--- config.mk ---
export PLATFORM = sky130hd
export DESIGN_NAME = wb_port_arbiter
export DESIGN_NICKNAME = d
export VERILOG_FILES = /design/src/rtl/wb_port_arbiter.sv
export SDC_FILE = /design/constraint.sdc
export NUM_CORES = 1
export LEC_CHECK = 0
export ABC_AREA = 1
export CAP_MARGIN = 20
export CORE_AREA = 8 8 176 178
export CTS_BUF_LIST = sky130_fd_sc_hd__clkbuf_4 sky130_fd_sc_hd__clkbuf_8 sky130_fd_sc_hd__clkbuf_16
export CTS_CLUSTER_SIZE = 28
export DETAILED_ROUTE_END_ITERATION = 16
export DIE_AREA = 0 0 184 186
export DONT_BUFFER_PORTS = 1
export SYNTH_ARGS = -nofsm -noshare
export SYNTH_HDL_FRONTEND = slang
export SYNTH_SLANG_ARGS = --single-unit
--- constraint.sdc ---
create_clock -name clk -period 3 [get_ports clk]
set_input_delay 0.3 -clock clk [delete_from_list [all_inputs] [get_ports clk]]
set_output_delay 0.3 -clock clk [all_outputs]
set_load 0.03 [all_outputs]
--- src/rtl/wb_port_arbiter.sv ---
// Register-file write-port arbiter: merges the ALU and LSU writeback streams onto one registered port.
// LSU results that lose arbitration are queued, and queued writes are exported as a pending-register mask.
module wb_port_arbiter #(
    parameter int DEPTH = 4,
    parameter int CW    = $clog2(DEPTH) + 1
) (
    input  logic          clk,
    input  logic          rst,
    input  logic          alu_valid,
    input  logic [4:0]    alu_rd,
    input  logic [31:0]   alu_data,
    input  logic          lsu_valid,
    output logic          lsu_ready,
    input  logic [4:0]    lsu_rd,
    input  logic [31:0]   lsu_data,
    output logic          WE3,
    output logic [4:0]    AD3,
    output logic [31:0]   WD3,
    output logic [31:0]   pending,
    output logic [CW-1:0] fifo_count
);

    localparam int            PW         = (DEPTH > 1) ? $clog2(DEPTH) : 1;
    localparam logic [CW-1:0] FULL_COUNT = CW'(DEPTH);

    logic [4:0]       slot_rd   [DEPTH];
    logic [31:0]      slot_data [DEPTH];
    logic [DEPTH-1:0] slot_live;
    logic [PW-1:0]    head;
    logic [PW-1:0]    tail;
    logic [CW-1:0]    count;

    logic alu_win;
    logic fifo_empty;
    logic lsu_xfer;
    logic bypass;
    logic enq;
    logic enq_live;
    logic deq;
    logic head_live;

    assign lsu_ready  = !rst && (count < FULL_COUNT);
    assign fifo_count = count;

    assign alu_win    = alu_valid && (alu_rd != 5'd0);
    assign fifo_empty = (count == '0);
    assign lsu_xfer   = lsu_valid && lsu_ready;
    assign deq        = !alu_win && !fifo_empty;
    assign bypass     = !alu_win && fifo_empty && lsu_xfer && (lsu_rd != 5'd0);
    assign enq        = lsu_xfer && (lsu_rd != 5'd0) && !bypass;
    // A same-cycle LSU result to the ALU's target is older, so it is stored already dead.
    assign enq_live   = !(alu_win && (lsu_rd == alu_rd));
    assign head_live  = slot_live[head];

    always_ff @(posedge clk) begin
        if (enq) begin
            slot_rd[tail]   <= lsu_rd;
            slot_data[tail] <= lsu_data;
        end
    end

    always_ff @(posedge clk) begin
        if (rst) begin
            head      <= '0;
            tail      <= '0;
            count     <= '0;
            slot_live <= '0;
            WE3       <= 1'b0;
            AD3       <= 5'd0;
            WD3       <= 32'd0;
        end else begin
            // The younger ALU write supersedes every queued LSU write to the same register.
            if (alu_win) begin
                for (int i = 0; i < DEPTH; i++) begin
                    if (slot_live[i] && (slot_rd[i] == alu_rd)) begin
                        slot_live[i] <= 1'b0;
                    end
                end
            end

            if (deq) begin
                slot_live[head] <= 1'b0;
                head            <= head + PW'(1);
            end

            if (enq) begin
                slot_live[tail] <= enq_live;
                tail            <= tail + PW'(1);
            end

            unique case ({enq, deq})
                2'b10:   count <= count + CW'(1);
                2'b01:   count <= count - CW'(1);
                default: count <= count;
            endcase

            if (alu_win) begin
                WE3 <= 1'b1;
                AD3 <= alu_rd;
                WD3 <= alu_data;
            end else if (deq) begin
                WE3 <= head_live;
                if (head_live) begin
                    AD3 <= slot_rd[head];
                    WD3 <= slot_data[head];
                end
            end else if (bypass) begin
                WE3 <= 1'b1;
                AD3 <= lsu_rd;
                WD3 <= lsu_data;
            end else begin
                WE3 <= 1'b0;
            end
        end
    end

    always_comb begin
        pending = 32'd0;
        for (int i = 0; i < DEPTH; i++) begin
            if (slot_live[i]) begin
                pending[slot_rd[i]] = 1'b1;
            end
        end
        pending[0] = 1'b0;
    end

endmodule
==> reports/qor_table.md, run 1 <==
| Group | Result | This run |
| --- | --- | --- |
| floorplanning | Site Rows | 62 |
| setup path | Setup crit end kind | output port |
| sta | Final worst hold slack | 90.8 ps |
| setup path | CP bufs+invs | 2 |
| synth | Syn nets | 1152 |
| setup path | Worst reg-to-reg setup slack | 690 ps |
| synth | Post-synthesis sequential area ratio | 0.566 |
| cts | Clock latency on the worst-skew pair | 440 ps |
| layout | Number of antenna repair diodes | 0 |
| power | Internal power contribution | 5.37 mW |
| layout | Utilization of the core after routing | 0.390 |
| setup path | CP delay by family, top | compound AO/OA/AOI/OAI gates |
| route | Average wire length per cell after detail routing | 19.8 um |
| cts | Buffer levels on the longest clock path | 2 |
| sta | Number of endpoints with negative hold slack in the final report | 0 |
| synth | Most instantiated flip-flop cell in the synthesis netlist | edfxtp_1 |
| sta | Maximum clock rate | 0.400 GHz |
| placement | Global placement routability congestion | 0.913 |
| sta | Final Cycle Share | 0.832 |
| sta | Relative slew slack | 0.400 |
| floorplanning | Starting density of the core | 0.342 |
| synth | Synthesized area per cell | 9.08 um^2 |
| floorplanning | Top-Level Pins | 152 |
| sta | Unrepaired setup endpoints after global routing | no |
| route | Routed WL | 29200 um |
| power | Total leakage power | 3.96 nW |
| placement | Placed instance area | 0.0100 mm^2 |
| status | Run status | complete, no violations |
| setup path | Worst flop-to-flop path startpoint | fifo_count[0] |
| cts | Clock sink count | 199 |
| cts | Clock tree from TritonCTS | done |
| cts | Inserted Clock Buffers | 17 |
| cts | Number of setup buffers added after CTS | 0 |
| sta | Clock period minus worst slack | 2500 ps |
| setup path | Worst Setup Path Type | reg2out |
| synth | Share of flip-flops with an asynchronous set or reset after synthesis | 0 |
| synth | Number of flops mapped to enable cells by yosys | 148 |
| placement | DPL Wire Length | 19300 um |
| power | Sw Ratio | 0.405 |
| grt | Largest net degree at the start of global routing | 77 |
| setup path | Number of cells traversed by the worst register-to-register path | 8 |
| setup path | Critical path cell sequence | inv_1 -> nor3_1 -> inv_1 -> o221ai_1 |
| synth | Yosys warnings | 0 |
| cts | CTS clock-pin slew for the worst setup and hold paths | 70 ps |
| grt | First-pass GRT wire length | 45000 um |
| floorplanning | Floorplan die width | 184 um |
| setup path | Worst r2r dst | WD3[27] |
| setup path | Largest fanout of any net on the critical path | 7 |
| layout | Final Instance Area | 0.0110 mm^2 |
| power | Combinational share of power | 0.304 |
| route | Number of DRC markers after the initial detailed-route iteration | 763 |
| setup path | Kind of start point of the critical path | register |
| grt | Antenna violations before repair | 0 |
| setup path | Crit. Startpoint | slot_rd[1][4] |
| sta | Final Slew Violations | 0 |
| cts | CTS-repair resized insts | 0 |
| power | Psw | 3.65 mW |
| sta | Worst setup slack after layout | 503 ps |
| grt | Overall routing resource usage | 0.170 |
| power | Proportion of power drawn by flip-flops and latches | 0.443 |
| setup path | Most used cell, CP | inv_1 |
| route | Number of vias in the routed layout | 7778 |
| placement | Port buffer count | 0 |
| layout | Layout net count | 1167 |
| power | Power density cells | 820 mW/mm^2 |
| synth | Post-synthesis instance total | 1064 |
| setup path | Critical path's largest stage delay | 600 ps |
| synth | Netlist area before placement | 0.00966 mm^2 |
| setup path | Critical Path Sink | pending[16] |
| setup path | Critical path data required time | 2700 ps |
| sta | Sum Neg Setup Slack | 0 ps |
| placement | Worst setup slack before clock tree synthesis | 518 ps |
| power | Relative contribution of the clock network to total power | 0.253 |
| grt | Residual overflow from global routing | 0 |
| floorplanning | Floorplan core area | 0.0282 mm^2 |
| synth | Flop and latch count out of synthesis | 199 |
| route | Post-DRT Antenna Nets | 0 |
| cts | Total number of H-tree levels | 4 |
| run | Max-cap violations | 0 |
| cts | Clock root buffer master | clkbuf_16 |
| min path | Tightest Hold Check Type | in2reg |
| grt | Number of global-route vias before repair | 7645 |
| route | Vias per cell | 5.27 |
| synth | Number of distinct library cells after synthesis | 30 |
| layout | Fraction of final layout cells with drive strength greater than 1 | 0.0605 |
| sta | Worst Skew | 10.2 ps |
| setup path | Crit path max-delay cell type | o221ai_1 |
| floorplanning | Die span in y | 186 um |
| sta | Final setup violation count | 0 |
| power | Worst IR drop on VDD | 531 uV |
| route | # DRC | 0 |
| route | Detailed-router iteration count before antenna repair | 7 |
| setup path | CP Depth | 4 |
| floorplanning | Die area | 0.0342 mm^2 |
| setup path | Arrival time worst endpoint | 2200 ps |
| sta | Worst slew pin tran | 917 ps |
| layout | Area grow syn2layout | 14.0% |
## power by group through the flow
stage	logic (mW)	registers (mW)	clock network (mW)
final	2.74	4.00	2.29
after global routing	3.11	4.04	2.45
after CTS	2.80	4.01	2.34
after detailed placement	2.72	4.07	0
after global placement	2.68	4.07	0
after floorplan	2.03	4.00	0
## cell usage after synthesis (2+ instances only)
cell / count / area (um^2)
nor3_1: 8 / 40.0
nand2_1: 128 / 480
o221ai_1: 30 / 263
o22a_1: 17 / 149
buf_6: 6 / 67.6
o22ai_1: 8 / 50.1
inv_1: 53 / 199
xor2_1: 4 / 35.0
ha_1: 9 / 113
buf_4: 5 / 37.5
nor2_1: 210 / 788
buf_2: 18 / 90.1
nand3_1: 128 / 641
xnor2_1: 14 / 123
dfxtp_1: 51 / 1020
o21ai_1: 20 / 100
clkinv_1: 4 / 15.0
o21ai_0: 125 / 626
nand4_1: 2 / 12.5
nand2_2: 2 / 12.5
edfxtp_1: 148 / 4440
clkbuf_1: 32 / 120
a21oi_1: 30 / 150
inv_2: 6 / 22.5
## metal layers
layer	wire length [um]	vias up	track usage
li1	-	3733	-
met1	12700	3728	0.217
met2	13900	288	0.283
met3	2160	29	0.0424
met4	420	0	0.0500
met5	0	-	0
## cells in the final DEF (no fill, tap or decap), drive strengths merged, types with 2 or more instances in the layout
master	synthesis	final
nor2	210	210
a21oi	31	31
buf	29	19
nand3	128	128
xnor2	14	14
o22ai	8	8
o21ai	145	145
inv	59	71
dfxtp	51	51
o221ai	30	30
nand4	2	2
nand2	130	130
clkbuf	32	17
clkinv	4	4
xor2	4	4
nor3	9	9
o22a	17	17
edfxtp	148	148
ha	9	9
dlygate4sd3	0	38
## registers in the layout (all words and copies together) (netlist names), named ones only
| name | count |
|---|---|
| WE3 | 1 |
| AD3 | 5 |
| tail | 2 |
| slot_rd | 20 |
| head | 2 |
| WD3 | 32 |
| slot_live | 4 |
| fifo_count | 3 |
| slot_data | 128 |
## layout make-up
class,instances,area [um^2]
Tap cell,384,480
Clock inverter,14,160
Inverter,63,236
Sequential cell,199,5470
Fill cell,2886,17200
Timing Repair Buffer,57,598
Clock buffer,17,425
Multi-Input combinational cell,741,3650
## worst min-delay path by stage
stage / end / cells past startpoint / from
3_3_place_gp: slot_live[2] / 1 / rst
3_5_place_dp: slot_live[2] / 1 / rst
6_report: WD3[2] / 4 / alu_data[2]
2_1_floorplan: slot_live[2] / 1 / rst
5_1_grt: WD3[2] / 4 / alu_data[2]
4_1_cts: WD3[2] / 4 / alu_data[2]
## through the flow
stage          total power, mW  cells
2_1_floorplan             6.04   1064
3_3_place_gp              6.75   1406
3_5_place_dp              6.78   1406
4_1_cts                   9.14   1475
5_1_grt                   9.61   1475
6_report                  9.03   1475
## logic make-up (layout without fill, tap and decap cells)
group,Yosys count,count (layout),synth area share
other cells,1,1,0.000388
simple gates,480,480,0.207
fa+ha+maj,10,10,0.0137
buf+inv,124,151,0.0571
flops,199,199,0.566
compound gates,232,232,0.140
xor+xnor,18,18,0.0163
## repair_timing
action / in CTS / in global routing
hold buffers: 38 / 0
hold endpoints to repair: 152 / 0
setup endpoints to repair: 0 / 0
## worst register-to-register path: cells and delay by family (launching register included)
family	cells	cell delay, ps
DFF	1	340
and+or+nand+nor	6	1100
buffers and inverters	2	780
(Power assumes the default switching activity.)
==> run 2, diff against run 1 <==
==> constraint.sdc (replaced) <==
create_clock -name clk -period 2.25 [get_ports clk]
set_input_delay 0.225 -clock clk [delete_from_list [all_inputs] [get_ports clk]]
set_output_delay 0.225 -clock clk [all_outputs]
set_load 0.03 [all_outputs]
==> reports/qor_table.md, run 2 (synthesized netlist as in run 1, its figures left out) <==
| Group | Result | This run | vs previous |
| --- | --- | --- | --- |
| sta | Clock period minus worst slack | 2140 ps |  |
| setup path | Worst flop-to-flop path startpoint | fifo_count[0] |  |
| grt | Antenna violations before repair | 0 | unchanged |
| route | Number of vias in the routed layout | 7950 | +2.2% |
| route | Post-DRT Antenna Nets | 0 | unchanged |
| layout | Fraction of final layout cells with drive strength greater than 1 | 0.104 | +0.0431 |
| cts | Clock sink count | 199 | unchanged |
| route | Routed WL | 29200 um | about the same |
| setup path | Largest fanout of any net on the critical path | 7 | unchanged |
| sta | Sum Neg Setup Slack | 0 ps | unchanged |
| grt | Number of global-route vias before repair | 7849 | +2.7% |
| grt | First-pass GRT wire length | 44700 um | -0.57% |
| sta | Maximum clock rate | 0.467 GHz |  |
| grt | Residual overflow from global routing | 0 | unchanged |
| setup path | Number of cells traversed by the worst register-to-register path | 10 | +2 |
| sta | Unrepaired setup endpoints after global routing | no |  |
| route | Average wire length per cell after detail routing | 19.2 um | -3.2% |
| min path | Cell depth of the worst hold path | 4 | unchanged |
| floorplanning | Die span in y | 186 um | unchanged |
| layout | Biggest register | slot_data |  |
| setup path | Crit. Startpoint | slot_rd[1][0] |  |
| power | Relative contribution of the clock network to total power | 0.252 | about the same |
| floorplanning | Die area | 0.0342 mm^2 | unchanged |
| sta | Worst slew pin tran | 816 ps | -101 ps |
| setup path | Kind of start point of the critical path | register |  |
| setup path | Worst r2r dst | fifo_count[2] |  |
| floorplanning | Floorplan die width | 184 um | unchanged |
| grt | Largest net degree at the start of global routing | 77 | unchanged |
| min path | Tightest Hold Check Type | in2reg |  |
| run | Max-cap violations | 0 | unchanged |
| power | Worst IR drop on VDD | 632 uV | +19% |
| route | Number of DRC markers after the initial detailed-route iteration | 708 | -7.2% |
| sta | Worst setup slack after layout | 110 ps | -392 ps |
| sta | Final worst hold slack | 23.4 ps | -67.4 ps |
| layout | Number of antenna repair diodes | 0 | unchanged |
| cts | CTS clock-pin slew for the worst setup and hold paths | 70 ps | about the same |
| placement | DPL Wire Length | 19700 um | +1.9% |
| route | Length of routed met3 wiring | 2230 um | +2.9% |
| placement | Global placement routability congestion | 0.908 | -0.55% |
| placement | Worst setup slack before clock tree synthesis | 243 ps | -275 ps |
| power | Total leakage power | 4.23 nW | +6.8% |
| cts | Inserted Clock Buffers | 17 | unchanged |
| sta | Final Slew Violations | 0 | unchanged |
| sta | Final Cycle Share | 0.951 |  |
| sta | Number of endpoints with negative hold slack in the final report | 0 | unchanged |
| placement | Port buffer count | 0 | unchanged |
| layout | Most common cell after layout, fill and taps aside | nor2_1 |  |
| layout | Largest registers ranked by flip-flop count | slot_data x128, WD3 x32, slot_rd x20 |  |
| power | Psw | 4.79 mW | +31% |
| power | Internal power contribution | 7.48 mW | +39% |
| layout | Largest register FFs | 128 | unchanged |
| setup path | Critical path data required time | 2030 ps | -670 ps |
| layout | Area grow syn2layout | 18.7% |  |
| route | Vias per cell | 5.22 | -1.0% |
| cts | Total number of H-tree levels | 4 | unchanged |
| floorplanning | Floorplan core area | 0.0282 mm^2 | unchanged |
| sta | Final setup violation count | 0 | unchanged |
| min path | Startpoint of the tightest hold check path | alu_data[1] |  |
| route | # DRC | 0 | unchanged |
| setup path | Worst reg-to-reg setup slack | 240 ps | -450 ps |
| floorplanning | Site Rows | 62 | unchanged |
| cts | Clock root buffer master | clkbuf_16 |  |
| power | Sw Ratio | 0.391 | -0.0142 |
| route | Detailed-router iteration count before antenna repair | 5 | -2 |
| route | Metal1 wirelength | 12500 um | -0.98% |
| power | Overall power after layout | 12.3 mW | +36% |
| setup path | Worst Setup Path Type | reg2out |  |
| grt | Overall routing resource usage | 0.169 | -0.00150 |
| floorplanning | Top-Level Pins | 152 | unchanged |
| status | Run status | complete, no violations |  |
| floorplanning | Starting density of the core | 0.342 | unchanged |
| power | Proportion of power drawn by flip-flops and latches | 0.435 | -0.008 |
| cts | Clock latency on the worst-skew pair | 440 ps | about the same |
| power | Power density cells | 1070 mW/mm^2 | +30% |
| layout | Layout net count | 1214 | +4.0% |
| power | Combinational share of power | 0.313 | +0.009 |
| route | Top routing layer used | met4 |  |
| setup path | Arrival time worst endpoint | 1910 ps | -290 ps |
| sta | Worst Skew | 16.8 ps | +6.60 ps |
| route | Sum of met2 wire segment lengths after detailed routing | 14000 um | +0.44% |
| cts | Clock tree from TritonCTS | done |  |
| sta | Relative slew slack | 0.455 | +0.0557 |
| layout | Most frequent cells in the layout | 210 x nor2_1, 148 x edfxtp_1, 128 x nand2_1 |  |
| min path | WHS Endpoint | WD3[1] |  |
| setup path | Setup crit end kind | output port |  |
| cts | Buffer levels on the longest clock path | 2 | unchanged |
[run 2: changes by cell type in the layout (fill, tap and decap cells not counted), sizes merged]
cell	change
buf	+44
clkbuf	+7
clkinv	+1
clkinvlp	+1
dlygate4sd3	+3
inv	-8
[run 2: stage by stage]
step / area [um^2] / std cells / util
final: 11500 / 1523 / 0.406
after global routing: 11500 / 1523 / 0.406
after CTS: 11400 / 1521 / 0.405
after detailed placement: 10400 / 1448 / 0.369
after global placement: 10400 / 1448 / 0.369
after floorplan: 9670 / 1064 / -
[run 2: timing repair]
| item | in CTS | in global routing |
|---|---|---|
| hold endpoints to repair | 155 | 0 |
| setup endpoints to repair | 0 | 15 |
| hold buffers | 41 | 0 |
| gates resized for setup | 0 | 7 |
| setup buffers | 0 | 2 |
[run 2: power groups by stage]
stage	clock network [mW]	registers, mW	logic (mW)
2_1_floorplan	0	5.33	2.71
3_3_place_gp	0	5.42	3.72
3_5_place_dp	0	5.43	3.75
4_1_cts	3.15	5.35	3.86
5_1_grt	3.26	5.39	4.34
6_report	3.09	5.33	3.84
[run 2: worst max-delay path by stage]
stage / endpoint / slack, ps / depth (start not counted)
global route: pending[3] / 10 / 4
CTS: pending[8] / 40 / 5
floorplan: fifo_count[2] / 60 / 12
global placement: fifo_count[2] / 300 / 10
detailed placement: fifo_count[2] / 240 / 10
finish: pending[20] / 110 / 5
[run 2: critical path, stage by stage (launching register included)]
cell and delay, ps:
edfxtp_1 450, inv_1 120, nand3_1 310, o22a_1 300, o221ai_1 90, buf_4 210
[run 2: layer usage]
metal | vias up | GRT usage
met5 | - | 0
met4 | 0 | 0.0510
met3 | 34 | 0.0439
met2 | 292 | 0.286
met1 | 3791 | 0.209
li1 | 3833 | -
[run 2: area by class of cell]
| type | count | area, um^2 |
|---|---|---|
| Sequential cell | 199 | 5470 |
| Clock buffer | 24 | 526 |
| Timing Repair Buffer | 104 | 1010 |
| Multi-Input combinational cell | 741 | 3670 |
| Tap cell | 384 | 480 |
| Inverter | 63 | 240 |
| Fill cell | 2851 | 16800 |
| Clock inverter | 8 | 82.6 |
